`src/rtl/cart_mem_pkg.sv`:
```
// Shared types for the cartridge SDRAM arbiter.
// Holds FSM states, write-buffer entry and open-bus value.
package cart_mem_pkg;

  localparam int MEM_AW = 25;

  localparam logic [7:0] CART_OPEN_BUS = 8'hFF;

  typedef enum logic [1:0] {
    IDLE,
    WR,
    RD
  } state_e;

  typedef struct packed {
    logic [MEM_AW-1:0] addr;
    logic [7:0]        data;
  } wr_entry_t;

endpackage

```
`src/rtl/cart_wr_fifo.sv`:
```
// Download write buffer between the HPS loader and SDRAM.
// Synchronous FIFO; a push while full is taken only with a pop.
module cart_wr_fifo
  import cart_mem_pkg::*;
#(
  parameter int DEPTH = 4
) (
  input  logic      clk_i,
  input  logic      reset_n_i,
  input  logic      push_i,
  input  wr_entry_t din_i,
  input  logic      pop_i,
  output wr_entry_t dout_o,
  output logic      full_o,
  output logic      empty_o
);

  localparam int PW = $clog2(DEPTH);

  logic [PW-1:0] wr_q, wr_d;
  logic [PW-1:0] rd_q, rd_d;
  logic [PW:0]   cnt_q, cnt_d;
  wr_entry_t     mem_q [DEPTH];
  logic          do_push;
  logic          do_pop;

  assign full_o  = (cnt_q == (PW+1)'(DEPTH));
  assign empty_o = (cnt_q == '0);
  assign dout_o  = mem_q[rd_q];
  assign do_pop  = pop_i & ~empty_o;
  assign do_push = push_i & (~full_o | do_pop);

  // Pointer and occupancy next-state
  always_comb begin
    wr_d  = wr_q;
    rd_d  = rd_q;
    cnt_d = cnt_q;
    if (do_push) wr_d = wr_q + PW'(1);
    if (do_pop)  rd_d = rd_q + PW'(1);
    if (do_push & ~do_pop)
      cnt_d = cnt_q + (PW+1)'(1);
    else if (do_pop & ~do_push)
      cnt_d = cnt_q - (PW+1)'(1);
  end

  // Pointer and occupancy registers
  always_ff @(posedge clk_i or negedge reset_n_i) begin
    if (!reset_n_i) begin
      wr_q  <= '0;
      rd_q  <= '0;
      cnt_q <= '0;
    end else begin
      wr_q  <= wr_d;
      rd_q  <= rd_d;
      cnt_q <= cnt_d;
    end
  end

  // Entry storage, no reset needed
  always_ff @(posedge clk_i) begin
    if (do_push) mem_q[wr_q] <= din_i;
  end

endmodule

```
`src/rtl/cart_mem_arbiter.sv`:
```
// Single owner of the cartridge SDRAM port.
// Serialises loader writes and console reads, with a one-entry cache.
module cart_mem_arbiter
  import cart_mem_pkg::*;
#(
  parameter int ADDR_W     = 25,
  parameter int CART_AW    = 20,
  parameter int FIFO_DEPTH = 4
) (
  input  logic              clk_i,
  input  logic              reset_n_i,
  input  logic              dl_active_i,
  input  logic              dl_wr_i,
  input  logic [ADDR_W-1:0] dl_addr_i,
  input  logic [7:0]        dl_data_i,
  output logic              dl_wait_o,
  output logic              dl_ovf_o,
  input  logic              cart_rd_i,
  input  logic [CART_AW-1:0] cart_a_i,
  output logic [7:0]        cart_d_o,
  output logic              cart_valid_o,
  output logic [5:0]        cart_pages_o,
  output logic              mem_req_o,
  output logic              mem_we_o,
  output logic [ADDR_W-1:0] mem_addr_o,
  output logic [7:0]        mem_din_o,
  input  logic              mem_ack_i,
  input  logic [7:0]        mem_dout_i
);

  state_e state_q, state_d;

  logic              f_full;
  logic              f_empty;
  logic              f_push;
  logic              f_pop;
  wr_entry_t         f_din;
  wr_entry_t         f_head;

  logic [CART_AW-1:0] rd_addr_q, rd_addr_d;
  logic               rd_pend_q, rd_pend_d;
  logic [CART_AW-1:0] tag_q, tag_d;
  logic               cval_q, cval_d;
  logic [7:0]         cart_d_q, cart_d_d;
  logic               cvalid_q, cvalid_d;
  logic [5:0]         pages_q, pages_d;
  logic               ovf_q, ovf_d;
  logic               dl_act_q;
  logic [CART_AW-1:0] iss_q;

  logic              req_q, we_q;
  logic [ADDR_W-1:0] addr_q;
  logic [7:0]        din_q;

  logic acc_wr;
  logic drop_wr;
  logic dl_rise;
  logic ack_rd;
  logic hit;
  logic load_wr;
  logic load_rd;

  assign acc_wr  = dl_wr_i & ~f_full;
  assign drop_wr = dl_wr_i & f_full;
  assign dl_rise = dl_active_i & ~dl_act_q;
  assign ack_rd  = (state_q == RD) & mem_ack_i;
  assign hit     = cval_q & (cart_a_i == tag_q);

  assign f_push    = acc_wr;
  assign f_din     = '{addr: MEM_AW'(dl_addr_i),
                       data: dl_data_i};

  assign dl_wait_o    = f_full;
  assign dl_ovf_o     = ovf_q;
  assign cart_d_o     = cart_d_q;
  assign cart_valid_o = cvalid_q;
  assign cart_pages_o = pages_q;
  assign mem_req_o    = req_q;
  assign mem_we_o     = we_q;
  assign mem_addr_o   = addr_q;
  assign mem_din_o    = din_q;

  cart_wr_fifo #(
    .DEPTH (FIFO_DEPTH)
  ) u_fifo (
    .clk_i     (clk_i),
    .reset_n_i (reset_n_i),
    .push_i    (f_push),
    .din_i     (f_din),
    .pop_i     (f_pop),
    .dout_o    (f_head),
    .full_o    (f_full),
    .empty_o   (f_empty)
  );

  // Read tracking, cache, pages and overflow next-state
  always_comb begin
    rd_addr_d = rd_addr_q;
    rd_pend_d = rd_pend_q;
    tag_d     = tag_q;
    cval_d    = cval_q;
    cart_d_d  = cart_d_q;
    cvalid_d  = 1'b0;
    pages_d   = pages_q;
    ovf_d     = ovf_q;

    if (acc_wr) pages_d = dl_addr_i[19:14];
    if (dl_rise) ovf_d = 1'b0;
    if (drop_wr) ovf_d = 1'b1;

    if (ack_rd) begin
      cart_d_d = mem_dout_i;
      tag_d    = iss_q;
      cval_d   = 1'b1;
      cvalid_d = 1'b1;
    end

    if (cart_rd_i) begin
      if (dl_active_i) begin
        cart_d_d = CART_OPEN_BUS;
        cvalid_d = 1'b1;
      end else begin
        rd_addr_d = cart_a_i;
        if (hit) begin
          cvalid_d  = 1'b1;
          rd_pend_d = 1'b0;
        end else begin
          rd_pend_d = 1'b1;
        end
      end
    end

    // Completion retires the pending read unless retargeted
    if (ack_rd && (rd_addr_d == iss_q))
      rd_pend_d = 1'b0;

    if (dl_rise) begin
      cval_d    = 1'b0;
      rd_pend_d = 1'b0;
    end

    if (acc_wr && (dl_addr_i == ADDR_W'(tag_d)))
      cval_d = 1'b0;
  end

  // Request sequencing: writes win over reads
  always_comb begin
    state_d = state_q;
    f_pop   = 1'b0;
    load_wr = 1'b0;
    load_rd = 1'b0;
    unique case (state_q)
      IDLE: begin
        if (!f_empty) begin
          state_d = WR;
          load_wr = 1'b1;
        end else if (rd_pend_q && rd_pend_d &&
                     !dl_active_i) begin
          state_d = RD;
          load_rd = 1'b1;
        end
      end
      WR: begin
        if (mem_ack_i) begin
          state_d = IDLE;
          f_pop   = 1'b1;
        end
      end
      RD: begin
        if (mem_ack_i) state_d = IDLE;
      end
      default: state_d = IDLE;
    endcase
  end

  // FSM state register
  always_ff @(posedge clk_i or negedge reset_n_i) begin
    if (!reset_n_i) state_q <= IDLE;
    else            state_q <= state_d;
  end

  // Read, cache and status registers
  always_ff @(posedge clk_i or negedge reset_n_i) begin
    if (!reset_n_i) begin
      rd_addr_q <= '0;
      rd_pend_q <= 1'b0;
      tag_q     <= '0;
      cval_q    <= 1'b0;
      cart_d_q  <= CART_OPEN_BUS;
      cvalid_q  <= 1'b0;
      pages_q   <= '0;
      ovf_q     <= 1'b0;
      dl_act_q  <= 1'b0;
    end else begin
      rd_addr_q <= rd_addr_d;
      rd_pend_q <= rd_pend_d;
      tag_q     <= tag_d;
      cval_q    <= cval_d;
      cart_d_q  <= cart_d_d;
      cvalid_q  <= cvalid_d;
      pages_q   <= pages_d;
      ovf_q     <= ovf_d;
      dl_act_q  <= dl_active_i;
    end
  end

  // SDRAM request registers, frozen while req is up
  always_ff @(posedge clk_i or negedge reset_n_i) begin
    if (!reset_n_i) begin
      req_q  <= 1'b0;
      we_q   <= 1'b0;
      addr_q <= '0;
      din_q  <= '0;
      iss_q  <= '0;
    end else if (load_wr) begin
      req_q  <= 1'b1;
      we_q   <= 1'b1;
      addr_q <= ADDR_W'(f_head.addr);
      din_q  <= f_head.data;
    end else if (load_rd) begin
      req_q  <= 1'b1;
      we_q   <= 1'b0;
      addr_q <= ADDR_W'(rd_addr_d);
      din_q  <= '0;
      iss_q  <= rd_addr_d;
    end else if (req_q && mem_ack_i) begin
      req_q  <= 1'b0;
      we_q   <= 1'b0;
    end
  end

endmodule

```
`config.mk`:
```
export PLATFORM = sky130hd
export DESIGN_NAME = cart_mem_arbiter
export DESIGN_NICKNAME = d
export VERILOG_FILES = /design/src/rtl/cart_mem_pkg.sv /design/src/rtl/cart_wr_fifo.sv /design/src/rtl/cart_mem_arbiter.sv
export SDC_FILE = /design/constraint.sdc
export NUM_CORES = 1
export LEC_CHECK = 0
export ABC_AREA = 1
export BUFFER_PORTS_ARGS = -buffer_cell sky130_fd_sc_hd__buf_2
export CELL_PAD_IN_SITES_DETAIL_PLACEMENT = 2
export CELL_PAD_IN_SITES_GLOBAL_PLACEMENT = 2
export CORE_ASPECT_RATIO = 0.7
export CORE_UTILIZATION = 37
export DETAILED_ROUTE_END_ITERATION = 8
export PLACE_DENSITY = 0.77
export SLEW_MARGIN = 40
export SYNTH_ARGS = -nofsm -noshare
export SYNTH_HDL_FRONTEND = slang
export SYNTH_HIERARCHICAL = 1
export SYNTH_SLANG_ARGS = --single-unit
```
`constraint.sdc`:
```
create_clock -name clk_i -period 3.4 [get_ports clk_i]
set_input_delay 0.68 -clock clk_i [delete_from_list [all_inputs] [get_ports clk_i]]
set_output_delay 0.68 -clock clk_i [all_outputs]
set_load 0.05 [all_outputs]
```
# Word level (Yosys, flattened, before mapping)
# Memories as Yosys holds them, arrays and structs flattened.
# Index checks and enable logic that the tools add are counted.
[word_totals]
reg_bits = 123
latchBits = 0
ram_bits = 132
mem_bits_ro = 0
in_bits = 67
output_inout_bits = 52
wordCells = 107
memories = 1
[op_classes]
add_sub_neg = 4
mul = 0
div = 0
n_lt_le_gt_ge = 0
n_eq_ne = 8
n_shift = 0
mux = 44
n_bitwise = 16
n_reduce_logical = 16
[memory_table]
columns = ["name", "depth", "width", "read_ports", "rd_ports_with_merged_regs", "write_ports", "line", "source"]
rows = [
  ["u_fifo.mem_q", 4, 33, 1, 0, 1, "cart_wr_fifo.sv:23", "wr_entry_t mem_q [DEPTH];"],
]
[op_table]
columns = ["op", "count"]
rows = [
  ["$mux 20", 3],
  ["$mux 25", 2],
  ["$eq 20x20->1", 2],
  ["$mux 8", 5],
  ["$mux 1", 28],
  ["$eq 25x20->1", 1],
  ["$and 1x1->1", 9],
  ["$mux 2", 3],
  ["$mux 3", 2],
  ["$not 1->1", 6],
  ["$reduce_bool 2->1", 3],
  ["$reduce_bool 3->1", 2],
  ["$logic_and 1x1->1", 5],
  ["$add 2x1->2 const B", 2],
  ["$pmux 2 s2", 1],
  ["$reduce_and 2->1", 2],
  ["$add 3x1->3 const B", 1],
  ["$eq 3x3->1 const B", 1],
  ["$logic_not 3->1", 1],
  ["$ne 3x3->1 const B", 1],
  ["$sub 3x1->3 const B", 1],
  ["$eq 2x1->1 const B", 1],
  ["$eq 2x2->1 const B", 1],
  ["$logic_not 2->1", 1],
  ["other kinds (4)", 4],
]

# Logic depth before layout (Yosys ltp)
[logic_depth]
ltp_word = 14
mapped_depth = 16
ltp_nobuf = 16

# Hierarchy
# The synthesis kept the hierarchy.
[modules_own_cells]
columns = ["mod", "instances", "cells_per_inst", "area_each_um2", "seq_area_each_um2"]
rows = [
  ["cart_mem_arbiter", 1, 843, 6082.1, 2912.8],
  ["cart_wr_fifo", 1, 415, 5464.0, 4139.0],
]

# Worst setup path after synthesis
# No wires, ideal clock.
[synth_timing]
kind = "flip-flop to flip-flop"
startpoint = "reg u_fifo.cnt_q[0]"
endpoint = "reg u_fifo.cnt_q[1]"
setup_time_ns = 0.117
arrival_time_ns = 2.929
t_required_ns = 3.283
setup_slack_ns = 0.354
path_stages_with_launch = 12
path_buffers = 0
period_less_slack_ns = 3.046
cell_sequence = "dfrtp_1 nor3_1 inv_1 nand2_1 inv_1 nand2_1 inv_1 ha_1 inv_1 fa_1 nand2_1 nand2_1"
[synth_via]
elab_cells_between_ends = 17
classes_between = "add/sub: 2; eq/ne: 1; mux: 2; bitwise: 10; reduce/logical: 2"
[synth_rtl]
columns = ["item", "line", "source"]
rows = [
  ["start, declared", "cart_wr_fifo.sv:22", "logic [PW:0] cnt_q, cnt_d;"],
  ["start signal, assigned", "cart_wr_fifo.sv:55", "cnt_q <= cnt_d;"],
  ["$eq 3x3->1", "cart_wr_fifo.sv:27", "assign full_o = (cnt_q == (PW+1)'(DEPTH));"],
  ["via dl_wait_o", "cart_mem_arbiter.sv:16", "output logic dl_wait_o,"],
  ["$not 1->1", "cart_mem_arbiter.sv:63", "assign acc_wr = dl_wr_i & ~f_full;"],
  ["$and 1x1->1", "cart_mem_arbiter.sv:63", ""],
  ["via acc_wr", "cart_mem_arbiter.sv:55", "logic acc_wr;"],
  ["$and 1x1->1", "cart_wr_fifo.sv:31", "assign do_push = push_i & (~full_o | do_pop);"],
  ["via u_fifo.do_push", "cart_wr_fifo.sv:24", "logic do_push;"],
  ["$and 1x1->1", "cart_wr_fifo.sv:40", "if (do_push & ~do_pop)"],
  ["$mux 3", "cart_wr_fifo.sv:40", ""],
  ["via u_fifo.cnt_d[1]", "cart_wr_fifo.sv:22", ""],
]
# The timed path passes the listed nets, and every way through them passes these cells. The select of a mux whose other input is x is not followed.
# A chain may end at the register's enable or synchronous reset.

# Worst setup path in the final report
[layout_timing]
startpoint = "reg u_fifo.cnt_q[0]"
endpoint = "reg u_fifo.cnt_q[1]"
[layout_via]
elab_cells_between_ends = 17
classes_between = "add/sub: 2; eq/ne: 1; mux: 2; bitwise: 10; reduce/logical: 2"
[layout_rtl]
columns = ["item", "line"]
rows = [
  ["$eq 3x3->1", "cart_wr_fifo.sv:27"],
  ["$not 1->1", "cart_mem_arbiter.sv:63"],
  ["$and 1x1->1", "cart_mem_arbiter.sv:63"],
  ["via acc_wr", "cart_mem_arbiter.sv:55"],
  ["$and 1x1->1", "cart_wr_fifo.sv:31"],
  ["via u_fifo.do_push", "cart_wr_fifo.sv:24"],
  ["$and 1x1->1", "cart_wr_fifo.sv:40"],
  ["$mux 3", "cart_wr_fifo.sv:40"],
  ["via u_fifo.cnt_d[1]", "cart_wr_fifo.sv:22"],
]
# The timed path passes the listed nets, and every way through them passes these cells. The select of a mux whose other input is x is not followed.

==> metrics.yaml <==
outcome:
  status: "complete, no violations"
place:
  placed_area_um2: 12600
  place_hpwl_um: 29700
  portBuffers: 118
  gp_congestion: 0.831
  place_inst: 1759
cts:
  cts.path.max_buffers: 3
  clk_latency_ps: 560
  postCtsSetupBuffers: 0
  root_buffer: "clkbuf_16"
  cts_buffers: 28
  ctsResizeCount: 0
  clk_pin_slew_ps: 60
  tritoncts: "built"
  holdBufCountCts: 0
  cts.sink_count: 255
  htreeDepth: 1
sta:
  relSlewSlack: 0.397
  tightest_slew_ps: 896
  max_freq_ghz: 0.348
  period_share: 0.844
  finalSetupTns_ps: 0
  rsz0062_at_grt: "no"
  hold_viol: 0
  finalClockSkew_ps: 16.7
  min_period_ps: 2870
  setup_viol: 0
  slew_viol_final: 0
synth:
  avgSynthCellArea_um2: 9.18
  synth_largest_area_cell: "edfxtp_1"
  ys_types: 34
  syn_nets: 1334
  syn_area_um2: 11500
  ys_warn_count: 6
  synth_area_leaders: "edfxtp_1 (34%), dfrtp_1 (25%), nand2_1 (11%)"
  seq_area_frac_synth: 0.611
  synthCells: 1258
  yosysTopAreaCellShare: 0.343
  synth-seq-cells: 255
grt:
  grt_pass1_vias: 9968
  antenna_found_initial: 1
  grt_use_met2: 0.405
  grt-ovfl-total: 0
  grt_usage: 0.264
  grt_busiest_layer: "met2"
  grt_pass1_wl_um: 61900
  gr-usage-met1: 0.389
  grt_max_degree: 76
  grtUsageMet3: 0.0497
setup_path:
  worst-endpoint-required_ps: 3850
  r2r_start: "u_fifo/cnt_q[0]"
  crit_fanout: 13
  start_kind: "flop"
  cp-endpoint: "u_fifo/cnt_q[1]"
  crit_chain: "nor3_1, inv_1, nand2_1, inv_1, nand2_1, inv_1, ha_1, inv_1, fa_1, nand2_1, nand2_1"
  critPathSlowestCell: "dfrtp_1"
  r2r_slack_ps: 530
  r2r_cells: 11
  crit_arrival_ps: 3320
  crit_start: "u_fifo/cnt_q[0]"
  path_class: "reg2reg"
  crit_path_max_incr_delay_ps: 430
  r2r_end: "u_fifo/cnt_q[1]"
  crit_path_end_kind: "flop"
pwr:
  ir_drop_mv: 0.437
  leakagePower_nw: 6.17
  powerDensity_nw_per_um2: 1010
finish:
  layout.cells.non_filler: 1810
  n_fill_cell: 3377
  utilization: 0.445
  syn_to_final_growth_pct: 17.0
  num_antenna_cells: 0
  final_common_cell: "nand2_1"
  regArea_um2: 7050
  multi_input_area_um2: 3660
  layout_common_cells: "nand2_1 (352), nor2_1 (135), inv_1 (132), edfxtp_1 (132), buf_2 (117)"
  stdcell_area_um2: 13500
  final_nets: 1453
  drive_gt1_frac: 0.146
min_path:
  hold_class: "in2async"
floorplan:
  start_util: 0.380
  die_x_um: 213
  num_rows: 53
  ios: 119
  core_um2: 30400
  die-area_um2: 31900
  die_y_um: 150
job:
  cap_violations: 0
routing:
  drc: 0
  routed_via_density: 5.21
  first_pass_iters: 5
  drt_wl_total_um: 41200
  ant_nets: 0
  vias: 9438
  drt_iter0_drc: 594
  drt-wirelength-per-cell_um: 22.8
synth_stat cells:
| master | instances |
|---|---|
| a21oi_1 | 1 |
| buf_6 | 16 |
| xnor2_1 | 5 |
| nand3_1 | 104 |
| dfrtp_1 | 115 |
| clkinv_1 | 1 |
| clkbuf_2 | 2 |
| o21ai_1 | 69 |
| ha_1 | 8 |
| nand4_1 | 3 |
| dfstp_2 | 8 |
| a22o_1 | 1 |
| clkbuf_1 | 16 |
| nor2_1 | 140 |
| o2111ai_1 | 1 |
| nor2_4 | 1 |
| buf_2 | 16 |
| inv_4 | 1 |
| xor2_1 | 1 |
| fa_1 | 1 |
| nand2_1 | 352 |
| o211ai_1 | 3 |
| or2_2 | 2 |
| edfxtp_1 | 132 |
| nor3_1 | 2 |
| nand4_2 | 1 |
| o21ai_0 | 102 |
| inv_1 | 132 |
| o22ai_1 | 4 |
| buf_4 | 4 |
| nand2_4 | 1 |
| inv_2 | 3 |
| a211oi_1 | 3 |
| nand3b_1 | 7 |
metrics by stage:
step	setup slack [ps]	power [mW]	hold slack, ps
3_5_place_dp	95.2	10.5	481
3_3_place_gp	369	10.2	468
5_1_grt	234	14.4	83.5
4_1_cts	461	13.7	76.3
6_report	530	13.6	79.4
2_1_floorplan	354	8.43	384
how the worst min path moves through the flow:
stage	end	slack, ps	depth (start not counted)
global placement	cart_pages_o[0]	470	2
global route	mem_addr_o[24]	80	1
finish	mem_addr_o[24]	80	1
floorplan	cart_pages_o[0]	380	0
detailed placement	cart_pages_o[0]	480	2
CTS	mem_we_o	80	1
cell type report:
class	count	area share
timing repair buffer	143	0.0624
tap	412	0.0382
sequential	255	0.522
inverter	137	0.0383
multi-input combinational	812	0.271
clock buffer	40	0.0583
clock inverter	11	0.00927
cell families (layout without fill, tap and decap cells):
group           Yosys count  in the layout  share of synthesized area
simple gates            613            613                      0.216
flops                   255            255                      0.611
buf+inv                 191            331                     0.0760
compound gates          184            184                     0.0821
fa+ha+maj                 9              9                     0.0104
xor+xnor                  6              6                    0.00455
worst max-delay path, delay by kind of cell (launching register included):
kind                     cells  cell delay (ps)
flip-flops                   1              430
adder cells (fa/ha/maj)      2              650
buffers and inverters        4              430
AND/OR/NAND/NOR              5             1250
where the power goes:
group	switching (mW)	leakage, nW	internal, mW
Combinational	4.27	3.03	1.46
Sequential	0.569	2.69	4.23
Clock	1.27	0.447	1.83
state kept, by name, summed over array words and instances (netlist names), 2 cells and up:
register	flops
u_fifo/mem_q	132
mem_addr_o	25
iss_q	20
rd_addr_q	20
tag_q	20
cart_d_o	8
mem_din_o	8
cart_pages_o	6
u_fifo/cnt_q	3
state_q	2
u_fifo/rd_q	2
u_fifo/wr_q	2
metal layers:
metal / routed length, um / part of all wire
met1: 19900 / 0.48
met2: 18400 / 0.45
met3: 2180 / 0.053
met4: 731 / 0.018
met5: 11 / 0.00027
(Power assumes the default switching activity.)
